[src/rtl/pipeline_ctrl.sv]
`default_nettype none
// ============================================================================
// Module   : pipeline_ctrl
// Purpose  : Stall/flush controller for the five-stage in-order pipeline:
//            load-use bubbles, mispredict squash, fence drain, perf counters.
// Revision : 1.0 - initial release
// ============================================================================
module pipeline_ctrl #(
    parameter int CNT_WIDTH = 32
) (
    input  logic                 clk,
    input  logic                 reset,
    input  logic                 decode_valid_in,
    input  logic [8:0]           decode_rs1_in,
    input  logic [8:0]           decode_rs2_in,
    input  logic                 execute_valid_in,
    input  logic                 execute_mem_read_in,
    input  logic [8:0]           execute_rd_in,
    input  logic                 mem_valid_in,
    input  logic                 mem_fence_in,
    input  logic                 mem_busy_in,
    input  logic                 store_pending_in,
    input  logic                 branch_mispredicted_in,
    output logic                 fetch_stall_out,
    output logic                 decode_stall_out,
    output logic                 execute_stall_out,
    output logic                 mem_stall_out,
    output logic                 fetch_flush_out,
    output logic                 decode_flush_out,
    output logic                 execute_flush_out,
    output logic [CNT_WIDTH-1:0] stall_count_out,
    output logic [CNT_WIDTH-1:0] flush_count_out
);

    typedef enum logic [0:0] {
        RUN   = 1'b0,
        FENCE = 1'b1
    } state_t;

    state_t               state_q, state_d;
    logic                 pending_q, pending_d;
    logic [CNT_WIDTH-1:0] stall_count_q, stall_count_d;
    logic [CNT_WIDTH-1:0] flush_count_q, flush_count_d;

    logic w_load_use;
    logic w_service;
    logic w_fence_entry;
    logic w_stall_all;
    logic w_stall_front;
    logic w_flush_front;
    logic w_flush_ex;

    assign w_load_use = execute_valid_in && execute_mem_read_in &&
                        (execute_rd_in != 9'd0) && decode_valid_in &&
                        ((execute_rd_in == decode_rs1_in) ||
                         (execute_rd_in == decode_rs2_in));

    // A mispredict seen while fencing is illegal ordering; it waits for RUN.
    assign w_service     = (branch_mispredicted_in || pending_q) && (state_q == RUN);
    assign w_fence_entry = mem_valid_in && mem_fence_in && store_pending_in;

    always_comb begin
        w_stall_all   = 1'b0;
        w_stall_front = 1'b0;
        w_flush_front = 1'b0;
        w_flush_ex    = 1'b0;
        state_d       = state_q;
        pending_d     = pending_q;
        flush_count_d = flush_count_q;

        if (reset) begin
            w_flush_front = 1'b1;
            w_flush_ex    = 1'b1;
        end else if (mem_busy_in) begin
            w_stall_all = 1'b1;
            if (branch_mispredicted_in) begin
                pending_d = 1'b1;
            end
        end else if (w_service) begin
            w_flush_front = 1'b1;
            w_flush_ex    = 1'b1;
            pending_d     = 1'b0;
            flush_count_d = flush_count_q + CNT_WIDTH'(1);
        end else if (state_q == FENCE) begin
            if (branch_mispredicted_in) begin
                pending_d = 1'b1;
            end
            if (store_pending_in) begin
                w_stall_all = 1'b1;
            end else begin
                state_d = RUN;
            end
        end else if (w_fence_entry) begin
            w_stall_all = 1'b1;
            state_d     = FENCE;
        end else if (w_load_use) begin
            w_stall_front = 1'b1;
            w_flush_ex    = 1'b1;
        end

        stall_count_d = stall_count_q;
        if (w_stall_all || w_stall_front) begin
            stall_count_d = stall_count_q + CNT_WIDTH'(1);
        end
    end

    always_ff @(posedge clk or posedge reset) begin
        if (reset) begin
            state_q       <= RUN;
            pending_q     <= 1'b0;
            stall_count_q <= '0;
            flush_count_q <= '0;
        end else begin
            state_q       <= state_d;
            pending_q     <= pending_d;
            stall_count_q <= stall_count_d;
            flush_count_q <= flush_count_d;
        end
    end

    assign fetch_stall_out   = w_stall_all || w_stall_front;
    assign decode_stall_out  = w_stall_all || w_stall_front;
    assign execute_stall_out = w_stall_all;
    assign mem_stall_out     = w_stall_all;
    assign fetch_flush_out   = w_flush_front;
    assign decode_flush_out  = w_flush_front;
    assign execute_flush_out = w_flush_ex;
    assign stall_count_out   = stall_count_q;
    assign flush_count_out   = flush_count_q;

endmodule
`default_nettype wire

[config.mk]
export PLATFORM = sky130hd
export DESIGN_NAME = pipeline_ctrl
export DESIGN_NICKNAME = d
export VERILOG_FILES = /design/src/rtl/pipeline_ctrl.sv
export SDC_FILE = /design/constraint.sdc
export NUM_CORES = 1
export LEC_CHECK = 0
export BUFFER_PORTS_ARGS = -buffer_cell sky130_fd_sc_hd__clkbuf_2
export CAP_MARGIN = 20
export CORE_ASPECT_RATIO = 2
export CORE_MARGIN = 1
export CORE_UTILIZATION = 50
export CTS_CLUSTER_DIAMETER = 150
export CTS_CLUSTER_SIZE = 14
export DETAILED_ROUTE_END_ITERATION = 8
export PLACE_DENSITY_LB_ADDON = 0.1
export SLEW_MARGIN = 10
export SYNTH_ARGS = -nofsm -noshare
export SYNTH_HDL_FRONTEND = slang
export SYNTH_SLANG_ARGS = --single-unit
[constraint.sdc]
create_clock -name clk -period 5.2 [get_ports clk]
set_clock_uncertainty 0.05 [all_clocks]
set_input_delay 1.56 -clock clk [delete_from_list [all_inputs] [get_ports clk]]
set_output_delay 1.56 -clock clk [all_outputs]
set_load 0.02 [all_outputs]
Yosys cells after proc, flatten, opt, wreduce, memory -nomap -nowiden
Cells that the tools add are included.
{"block": "word_totals", "out_inout_bits": 71, "input_bits": 37, "register_bits": 66, "elab_cells": 49}
{"block": "classes", "bitwise": 4, "eq_ne": 2, "n_reduce_logical": 15, "addsub": 2, "mux": 22}
{"op": "$add A32 B1 Y32 const B", "n": 2}
{"op": "$mux W1", "n": 22}
{"op": "$eq A9 B9 Y1", "n": 2}
{"op": "$reduce_bool A9 Y1", "n": 1}
{"op": "$logic_and A1 B1 Y1", "n": 7}
{"op": "$reduce_and A3 Y1", "n": 2}
{"op": "$not A1 Y1", "n": 4}
{"op": "$logic_or A1 B1 Y1", "n": 3}
{"op": "$reduce_bool A3 Y1", "n": 1}
{"op": "$reduce_and A2 Y1", "n": 1}

Longest topological paths before layout
Gate-level depths: netlist of the first run.
{"block": "depth", "depth_word": 11, "mapped_depth": 8, "mapped_depth_nobuf": 7}

Least setup slack after synthesis of the first run
No wires, ideal clock.
{"block": "synth_timing", "kind": "in2out", "startpoint": "input reset", "endpoint": "output execute_flush_out", "path_buffers": 0, "path_stages": 3, "slack_ns": -0.282, "t_required_ns": 3.590, "arrival_time_ns": 3.872, "cell_sequence": "inv_1 -> nand2_1 -> a21o_1"}
{"block": "synth_between", "elab_chain_len": 1}
{"element": "start: declaration", "line_no": "12", "rtl": "input logic reset,"}
{"element": "$mux W1", "line_no": "71", "rtl": "if (reset) begin"}
{"element": "end: declaration", "line_no": "30", "rtl": "output logic execute_flush_out,"}
No other way between the ends.

Worst setup path in the final report of the first run
{"block": "layout_timing", "startpoint": "input execute_rd_in[7]", "endpoint": "output decode_stall_out"}
{"block": "layout_between", "elab_chain_len": 11, "elab_cells_between_ends": 14, "classes_between": "2 x eq/ne; 6 x mux; 6 x reduce/logical"}
{"element": "start: declaration", "line_no": "18", "rtl": "input logic [8:0] execute_rd_in,"}
{"element": "$reduce_bool A9 Y1", "line_no": "54", "rtl": "(execute_rd_in != 9'd0) && decode_valid_in &&"}
{"element": "$logic_and A1 B1 Y1", "line_no": "53", "rtl": "assign w_load_use = execute_valid_in && execute_mem_read_in &&"}
{"element": "$logic_and A1 B1 Y1", "line_no": "54"}
{"element": "$logic_and A1 B1 Y1 *", "line_no": "54"}
{"element": "$mux W1 *", "line_no": "96", "rtl": "end else if (w_load_use) begin"}
{"element": "$mux W1 *", "line_no": "93", "rtl": "end else if (w_fence_entry) begin"}
{"element": "$mux W1 *", "line_no": "84", "rtl": "end else if (state_q == FENCE) begin"}
{"element": "$mux W1 *", "line_no": "79", "rtl": "end else if (w_service) begin"}
{"element": "$mux W1 *", "line_no": "74", "rtl": "end else if (mem_busy_in) begin"}
{"element": "$mux W1 *", "line_no": "71"}
{"element": "$logic_or A1 B1 Y1 *", "line_no": "122", "rtl": "assign decode_stall_out = w_stall_all || w_stall_front;"}
{"element": "end: declaration", "line_no": "25", "rtl": "output logic decode_stall_out,"}
Every way passes the cells marked *; elsewhere a longest branch is shown, timed or not.

==> impl_results.md, run 1 <==
- Outcome: completed
- Top-area cell type share of the netlist area: 48.25%
- Htree depth: 3
- Die area: 7202 um^2
- Sequential share of the synthesized area: 48.25%
- CTS buffer count: 9
- DR vias/cell: 5.426
- Hold-fix buffers, CTS: 0
- EDFF count, synth: 0
- Critical path arrival: roughly 3.1 ns
- Layout Cells excl Fill: around 520
- Min-Delay Path Depth: 1
- N_diodes: 0
- Avg Inst Size Synth: 11.01 um^2
- First-pass GRT wire length: 13.63 mm
- Combinational share of power: 16.8%
- Synth Instances: a little over 300
- Setup crit end kind: output pin
- Root Buffer: clkbuf_16
- DR WL/cell: approximately 16 um
- Router iterations before antenna repair: 4
- Relative slew slack: between 20% and 30%
- Final net count: 462
- Largest net degree at the start of global routing: just under 70
- IO buf count: ~110
- Area after DPL: 4039 um^2
- Power Density: 333.6 nW/um^2
- Post-route clock period utilization: 90.57%
- Layout filler cell count: around 600
- Post-cts gate resize count: 0
- P_sw: 0.0004160 W
- Final setup fails: 0
- Top fanout value on the critical path: 3
- Max cap viols: 0
- Peak VDD IR: roughly 290 uV
- DRT Wirelength: 8.066 mm
- Fin. Hold Viols: 0
- Reg clk slew, reported paths: 0.05 ns
- DRC Markers: 0
- Vias in the first global route: 2,875
- Max Root-Sink Buffers: 2
- Ys flop type: dfrtp_1
- Setup TNS: 0 ns
- Final hold slack: between 0.4 and 0.5 ns
- Routability Congestion: 0.8197
- Worst Tran Pin Value: ~1.1 ns
- Synth cell count leaders: dfrtp_1, xnor2_1, xor2_1
- Yosys cell types: 37
- Cell-internal power: 0.001027 W
- Ys Warns: 0
- Startpoint types: input pin
- Max Clk Rate: 0.2123 GHz
- RSZ-0062 raised after global routing: false
- Post-Place Worst Slack: 0.5116 ns
- Synthesized area: 3423 um^2
- DRT iter0 DRCs: a little under 100
- Initial antenna violation count: 0
- GRT Total Usage: about a quarter
- Initial Util: 51.70%
- Top-count cell post-synth: dfrtp_1
- Reg area: between 1500 and 2000 um^2
- WP data required: roughly 3.6 ns
- P&R area growth vs syn: 26.39%
- Worst skew pair latency: 0.33 ns
- Placed insts: 500
- #FFs+latches synth: 66
- Die W: slightly above 60 um
- Core Area: between 6000 and 7000 um^2
- Ports: 108
- Layout cells sized above 1: 33.88%
- R2R depth: 4
- Post-Syn Nets: 350
- Via Count: 2,800
- Area contributors post-synth: dfrtp_1, xnor2_1, xor2_1
- Share of power burned in the clock network: 40.7%
- Final HPWL DP: 5.963 mm
- P_leak: 2.169 nW
- Hold Path Class: register to register
- Sw Ratio: 28.82%
- Design area: 4327 um^2
- Yosys top cell by area: dfrtp_1
- Final min period: about 4.7 ns
- Die Y: 119.0 um
- Critical path class: input pin to output pin
- Multi-input logic area: 1704 um^2
- Clock sink total: 66
- Final worst setup slack: 0.4906 ns
- Global route overflow: 0
- # rows: 42
- Slew Limit Fails: 0
- Seq pwr share: between 40% and 50%
- CTS tree: done
- ANT nets after route: 0
- Asr flop ratio synth: 100.0%
- Post-CTS setup buffer count: 0
## power by group through the flow
stage	Combinational, W	Clock [W]	Sequential (W)
2_1_floorplan	0.000107	0	0.000664
3_3_place_gp	0.000243	0	0.000620
3_5_place_dp	0.000246	0	0.000622
4_1_cts	0.000247	0.000598	0.000614
5_1_grt	0.000266	0.000622	0.000624
6_report	0.000242	0.000587	0.000614
## routing by layer
layer | up-vias | global-route usage [%] | wire length, um
met3 | 14 | 6.080 | 309
li1 | 1327 | - | -
met1 | 1374 | 27.40 | 3076
met2 | 85 | 43.96 | 4510
met5 | - | 0 | 0
met4 | 0 | 10.09 | 170
## cell type report
class / count / share of cell area (%)
clock buffers: 11 / 5.379
inverters: 3 / 0.3470
repair buffers: 110 / 12.90
flip-flops and latches: 66 / 38.17
multi-input cells: 233 / 39.39
well taps: 88 / 2.545
clock inverters: 5 / 1.272
## placed cells by master (no fill, tap or decap), types with 4 or more instances in the layout
| cell type | netlist | routed |
|---|---|---|
| a21oi_1 | 4 | 4 |
| dfrtp_1 | 66 | 66 |
| and3_1 | 20 | 20 |
| o211ai_2 | 7 | 7 |
| nand3_1 | 18 | 18 |
| nor2_1 | 20 | 20 |
| xnor2_1 | 53 | 53 |
| xor2_1 | 27 | 27 |
| clkbuf_2 | 0 | 107 |
| nand4_1 | 9 | 9 |
| o2111ai_1 | 9 | 9 |
| nor3_1 | 5 | 4 |
| o21ai_1 | 12 | 12 |
| nand2_1 | 15 | 15 |
| clkbuf_16 | 0 | 9 |
| and4_1 | 8 | 8 |
## registers in the layout, indices dropped and copies added (netlist names)
name             count
state_q              1
pending_q            1
stall_count_out     32
flush_count_out     32
## through the flow
step | util [%] | total power (W)
after floorplan | - | 0.0007706
after global routing | 65.34 | 0.001511
final | 65.34 | 0.001443
after CTS | 65.34 | 0.001459
after detailed placement | 61.00 | 0.0008687
after global placement | 61.00 | 0.0008628
## worst paths after layout
path                                startpoint                  end  slack [ns]
setup / recovery              execute_rd_in[7]     decode_stall_out        0.49
hold / removal             stall_count_out[31]  stall_count_out[31]        0.42
min in group asynchronous                reset   stall_count_out[9]        1.57
max in group asynchronous                reset   flush_count_out[4]        2.99
hold reg to reg            stall_count_out[31]  stall_count_out[31]        0.42
setup reg to reg            stall_count_out[6]  stall_count_out[31]        2.74
## worst max-delay path, cell delays in order
cell	delay (ns)
clkbuf_2	0.11
xor2_1	0.16
nor4_1	0.30
nand4_1	0.31
a211oi_4	0.33
nor2_2	0.09
inv_1	0.07
clkbuf_2	0.16
## logic make-up after synthesis
group,count (synthesis),share of synthesized area [%]
adders and majority gates,2,0.7309
AOI/OAI and AO/OA,40,9.905
buffers and inverters,12,2.120
DFF,66,48.25
and+or+nand+nor,109,17.87
xor gates and xnor gates,80,20.47
muxes,2,0.6578
(Power assumes the default switching activity.)
==> run 2, diff against run 1 <==
CORE_UTILIZATION = 40   (was 50)
==> run 2 against run 1 <==
Net effect:
- sequential share of layout area shrank 0.14 points
- die area grew 24%
- final area grew 0.38%
- wire length grew 2.5%
- hold slack gained 0.0040 ns
- sequential cell count is the same
- register-to-register slack lost 0.03 ns
- clock-buffer cell count is the same
- global-route usage shrank 4.5 points
- clock power shrank 6.0%
- critical path type unchanged
- critical endpoint unchanged
- largest cell class unchanged
- highest routed layer unchanged
==> impl_results.md, run 2 (same netlist as run 1, synthesis figures left out) <==
- WP data required: 3.59 ns
- GRT Total Usage: 20.52%
- CTS buffer count: 9
- Startpoint types: input pin
- RSZ-0062 raised after global routing: false
- Cell Chain, Critical Path: clkbuf_2, xor2_1, nor4_1, nand4_1, a211oi_4, nor2_2, inv_1, clkbuf_2
- First-pass GRT wire length: between 10 and 15 mm
- Final hold slack: around 0.42 ns
- Root Buffer: clkbuf_16
- Most common library cell in the layout ignoring fill and taps: clkbuf_2
- Hold-fix buffers, CTS: 0
- DRT Wirelength: 8.271 mm
- Fin. Hold Viols: 0
- Max Root-Sink Buffers: 2
- Outcome: completed
- Top fanout value on the critical path: 3
- Vias in the first global route: 2,778
- DR WL/cell: roughly 16 um
- Placed insts: 512
- Router iterations before antenna repair: 4
- Htree depth: 3
- Most frequent CP cell: clkbuf_2
- Post-Place Worst Slack: 0.5096 ns
- Die Y: 132.8 um
- Most frequent cells in the layout: clkbuf_2, dfrtp_1, xnor2_1
- DR vias/cell: 5.218
- Initial antenna violation count: 0
- CTS tree: done
- Critical path arrival: 3.08 ns
- P&R area growth vs syn: 26.86%
- Initial Util: 41.29%
- ANT nets after route: 0
- Post-cts gate resize count: 0
- Setup TNS: 0 ns
- Routability Congestion: a little over 0.8
- P_leak: 2.176 nW
- Peak VDD IR: 209.5 uV
- CP peak stage delay: roughly 0.31 ns
- IO buf count: 107
- Critical path class: input pin to output pin
- Final worst setup slack: 0.5116 ns
- Worst Tran Pin Value: between 0.8 and 0.9 ns
- Ports: 108
- Die W: between 60 and 70 um
- Final HPWL DP: 6.206 mm
- Max Clk Rate: 0.2133 GHz
- # rows: 47
- Layout filler cell count: 795
- Layout Cells excl Fill: 528
- Final net count: 464
- Final setup fails: 0
- Total power: 0.001410 W
- Worst skew pair latency: 0.33 ns
- Power Density: approximately 320 nW/um^2
- DRT iter0 DRCs: 85
- Reg clk slew, reported paths: 0.05 ns
- Final min period: 4.688 ns
- Via Count: 2,755
- Post-route clock period utilization: 90.16%
- Layout cells sized above 1: about a third
- Die area: 8955 um^2
- Post-CTS setup buffer count: 0
- Crit path max-delay cell type: nor4_1
- Largest net degree at the start of global routing: ~70
- Global route overflow: 0
- DRC Markers: 0
- Setup crit end kind: output pin
- Max cap viols: 0
- Clock sink total: 66
- Hold Path Class: register to register
- Core Area: 8292 um^2
- Relative slew slack: 42.87%
- Slew Limit Fails: 0
- N_diodes: 0
[run 2: path summary, 6_finish.rpt]
check,startpoint,to,slack (ns),depth (start not counted)
worst max-delay path,execute_rd_in[7],decode_stall_out,0.51,8
worst min-delay path,flush_count_out[31],flush_count_out[31],0.42,1
worst max register to register,state_q,flush_count_out[26],2.71,6
worst min register to register,flush_count_out[31],flush_count_out[31],0.42,1
max in group asynchronous,reset,stall_count_out[16],2.96,3
min in group asynchronous,reset,flush_count_out[27],1.57,3
[run 2: metal layers]
layer | wire length, um | global-route usage, % | share of wire [%]
met1 | 3190 | 21.89 | 39
met2 | 4568 | 36.17 | 55
met3 | 308 | 4.914 | 3.7
met4 | 204 | 9.574 | 2.5
met5 | 0 | 0 | 0
[run 2: layout make-up]
cell class | instances | area, um^2 | share of cell area [%]
clock buffers | 11 | 242.7 | 5.589
clock inverters | 5 | 30.03 | 0.6914
inverters | 3 | 15.01 | 0.3457
multi-input cells | 233 | 1704 | 39.24
flip-flops and latches | 66 | 1652 | 38.03
well taps | 98 | 122.6 | 2.823
repair buffers | 112 | 576.8 | 13.28
[run 2: power by group]
part / switching (W) / internal (W) / total [W]
clock network: 0.000219 / 0.000333 / 0.000552
logic: 0.000146 / 0.0000994 / 0.000245
registers: 0.0000528 / 0.000560 / 0.000613
total: 0.000418 / 0.000992 / 0.00141
[run 2: worst max-delay path: cells and delay by family]
family	cells	cell delay (ns)
xor+xnor	1	0.16
simple gates	3	0.70
compound gates	1	0.31
buf+inv	3	0.34
[run 2: per-stage QoR]
step                utilization, %  area [um^2]
floorplan                        -         3427
global placement             48.95         4059
detailed placement           49.09         4070
CTS                          52.38         4343
global route                 52.38         4343
finish                       52.38         4343
==> run 3, diff against run 2 <==
clock period = 6 ns   (was 5.2 ns; I/O delays follow)
==> run 3 against run 2 <==
Net effect:
- sequential power shrank 13%
- global-route usage rose by 0.24 points
- final area rose by 1.6%
- die area unchanged
- first-iteration DRC count increased by 65%
- combinational power is 13% lower
- critical endpoint is now fetch_stall_out
- highest routed layer unchanged
==> impl_results.md, run 3 (same netlist as run 1, synthesis figures left out) <==
- Reg-to-reg setup timing slack: 3.51 ns
- DR WL/cell: 15.87 um
- Ports: 108
- Die W: ~67 um
- Most frequent CP cell: clkbuf_2
- Initial Util: around two fifths
- First-pass GRT wire length: 13.77 mm
- WP data required: 4.15 ns
- CP peak stage delay: around 0.37 ns
- GRT Total Usage: 20.76%
- Die Y: 132.8 um
- CTS tree: done
- Hold Path Class: register to register
- Top fanout value on the critical path: 3
- Setup crit end kind: output pin
- Max Root-Sink Buffers: 2
- Worst Tran Pin Value: 1.075 ns
- Most frequent cells in the layout: clkbuf_2, dfrtp_1, xnor2_1
- IO buf count: 107
- DR vias/cell: about 5.3
- # rows: between 40 and 50
- Final min period: around 5.3 ns
- Clock sink total: 66
- Post-CTS setup buffer count: 0
- N_diodes: 0
- Htree depth: 3
- Reg clk slew, reported paths: 0.05 ns
- Power Density: between 300 and 400 nW/um^2
- Max cap viols: 0
- ANT nets after route: 0
- Largest net degree at the start of global routing: 68
- Slew Limit Fails: 0
- Die area: 8955 um^2
- Hold-fix buffers, CTS: 0
- Critical path class: input pin to output pin
- Root Buffer: clkbuf_16
- P&R area growth vs syn: 28.91%
- Max Clk Rate: roughly 0.19 GHz
- Crit path max-delay cell type: nor4_1
- Startpoint types: input pin
- Routability Congestion: 0.8168
- Cell Chain, Critical Path: clkbuf_2, xor2_1, nor4_1, nand4_1, a211oi_4, nor2_2, inv_1, clkbuf_2
- Fin. Hold Viols: 0
- Core Area: 8292 um^2
- Global route overflow: 0
- Most common library cell in the layout ignoring fill and taps: clkbuf_2
- Setup TNS: 0 ns
- CTS buffer count: 9
- Outcome: completed
- P_leak: 2.213 nW
- Router iterations before antenna repair: 4
- Peak VDD IR: 254.5 uV
- Vias in the first global route: 2,795
- DRT iter0 DRCs: 140
- Final hold slack: about 0.42 ns
- Layout cells sized above 1: 34.27%
- Initial antenna violation count: 0
- DRT Wirelength: 8.364 mm
- Final net count: 463
- Final setup fails: 0
- Worst skew pair latency: 0.33 ns
- RSZ-0062 raised after global routing: false
- Final HPWL DP: approximately 6.3 mm
- Post-cts gate resize count: 0
- Relative slew slack: 28.36%
- DRC Markers: 0
- Post-route clock period utilization: 87.52%
- Via Count: between 2k and 3k
- Critical path arrival: between 3 and 4 ns
-- run 3: layout make-up --
cell class	count	area [um^2]
inverter	3	11.26
multi-input combinational	233	1704
fill	770	3879
timing repair buffer	111	569.3
clock buffer	12	256.5
tap	98	122.6
clock inverter	4	97.59
sequential	66	1652
-- run 3: final timing paths --
path,depth (start not counted),from,endpoint
max,8,execute_rd_in[7],fetch_stall_out
min,1,stall_count_out[31],stall_count_out[31]
max reg2reg,6,state_q,flush_count_out[26]
min reg2reg,1,stall_count_out[31],stall_count_out[31]
max in group asynchronous,3,reset,stall_count_out[16]
min in group asynchronous,3,reset,flush_count_out[19]
-- run 3: metrics by stage --
stage                     total power, W  cells  utilization (%)  worst slack, ns  cell area, um^2
final                           0.001357    527            53.22           0.7487             4413
after global routing            0.001422    527            53.22           0.6054             4413
after CTS                       0.001377    527            53.22           0.7003             4413
after detailed placement       0.0007539    511            48.95           0.7123             4059
after global placement         0.0007497    510            48.82           0.7540             4048
after floorplan                0.0006677    311                -          0.03849             3423
-- run 3: critical path: cells and delay by family --
| family | cells | cell delay (ns) |
|---|---|---|
| simple gates | 3 | 0.75 |
| buf+inv | 3 | 0.37 |
| compound gates | 1 | 0.31 |
| xor+xnor | 1 | 0.16 |
-- run 3: layer usage --
metal  routed length (um)  GRT usage (%)
met5                    0              0
met4                  233          9.338
met3                  379          5.776
met2                 4583          35.56
met1                 3167          22.81
-- run 3: power breakdown --
| part | switching (W) | internal (W) | leakage [nW] | total, W |
|---|---|---|---|---|
| clock | 0.000186 | 0.000428 | 0.169 | 0.000614 |
| combinational | 0.000126 | 0.0000859 | 1.14 | 0.000212 |
| sequential | 0.0000460 | 0.000485 | 0.900 | 0.000531 |
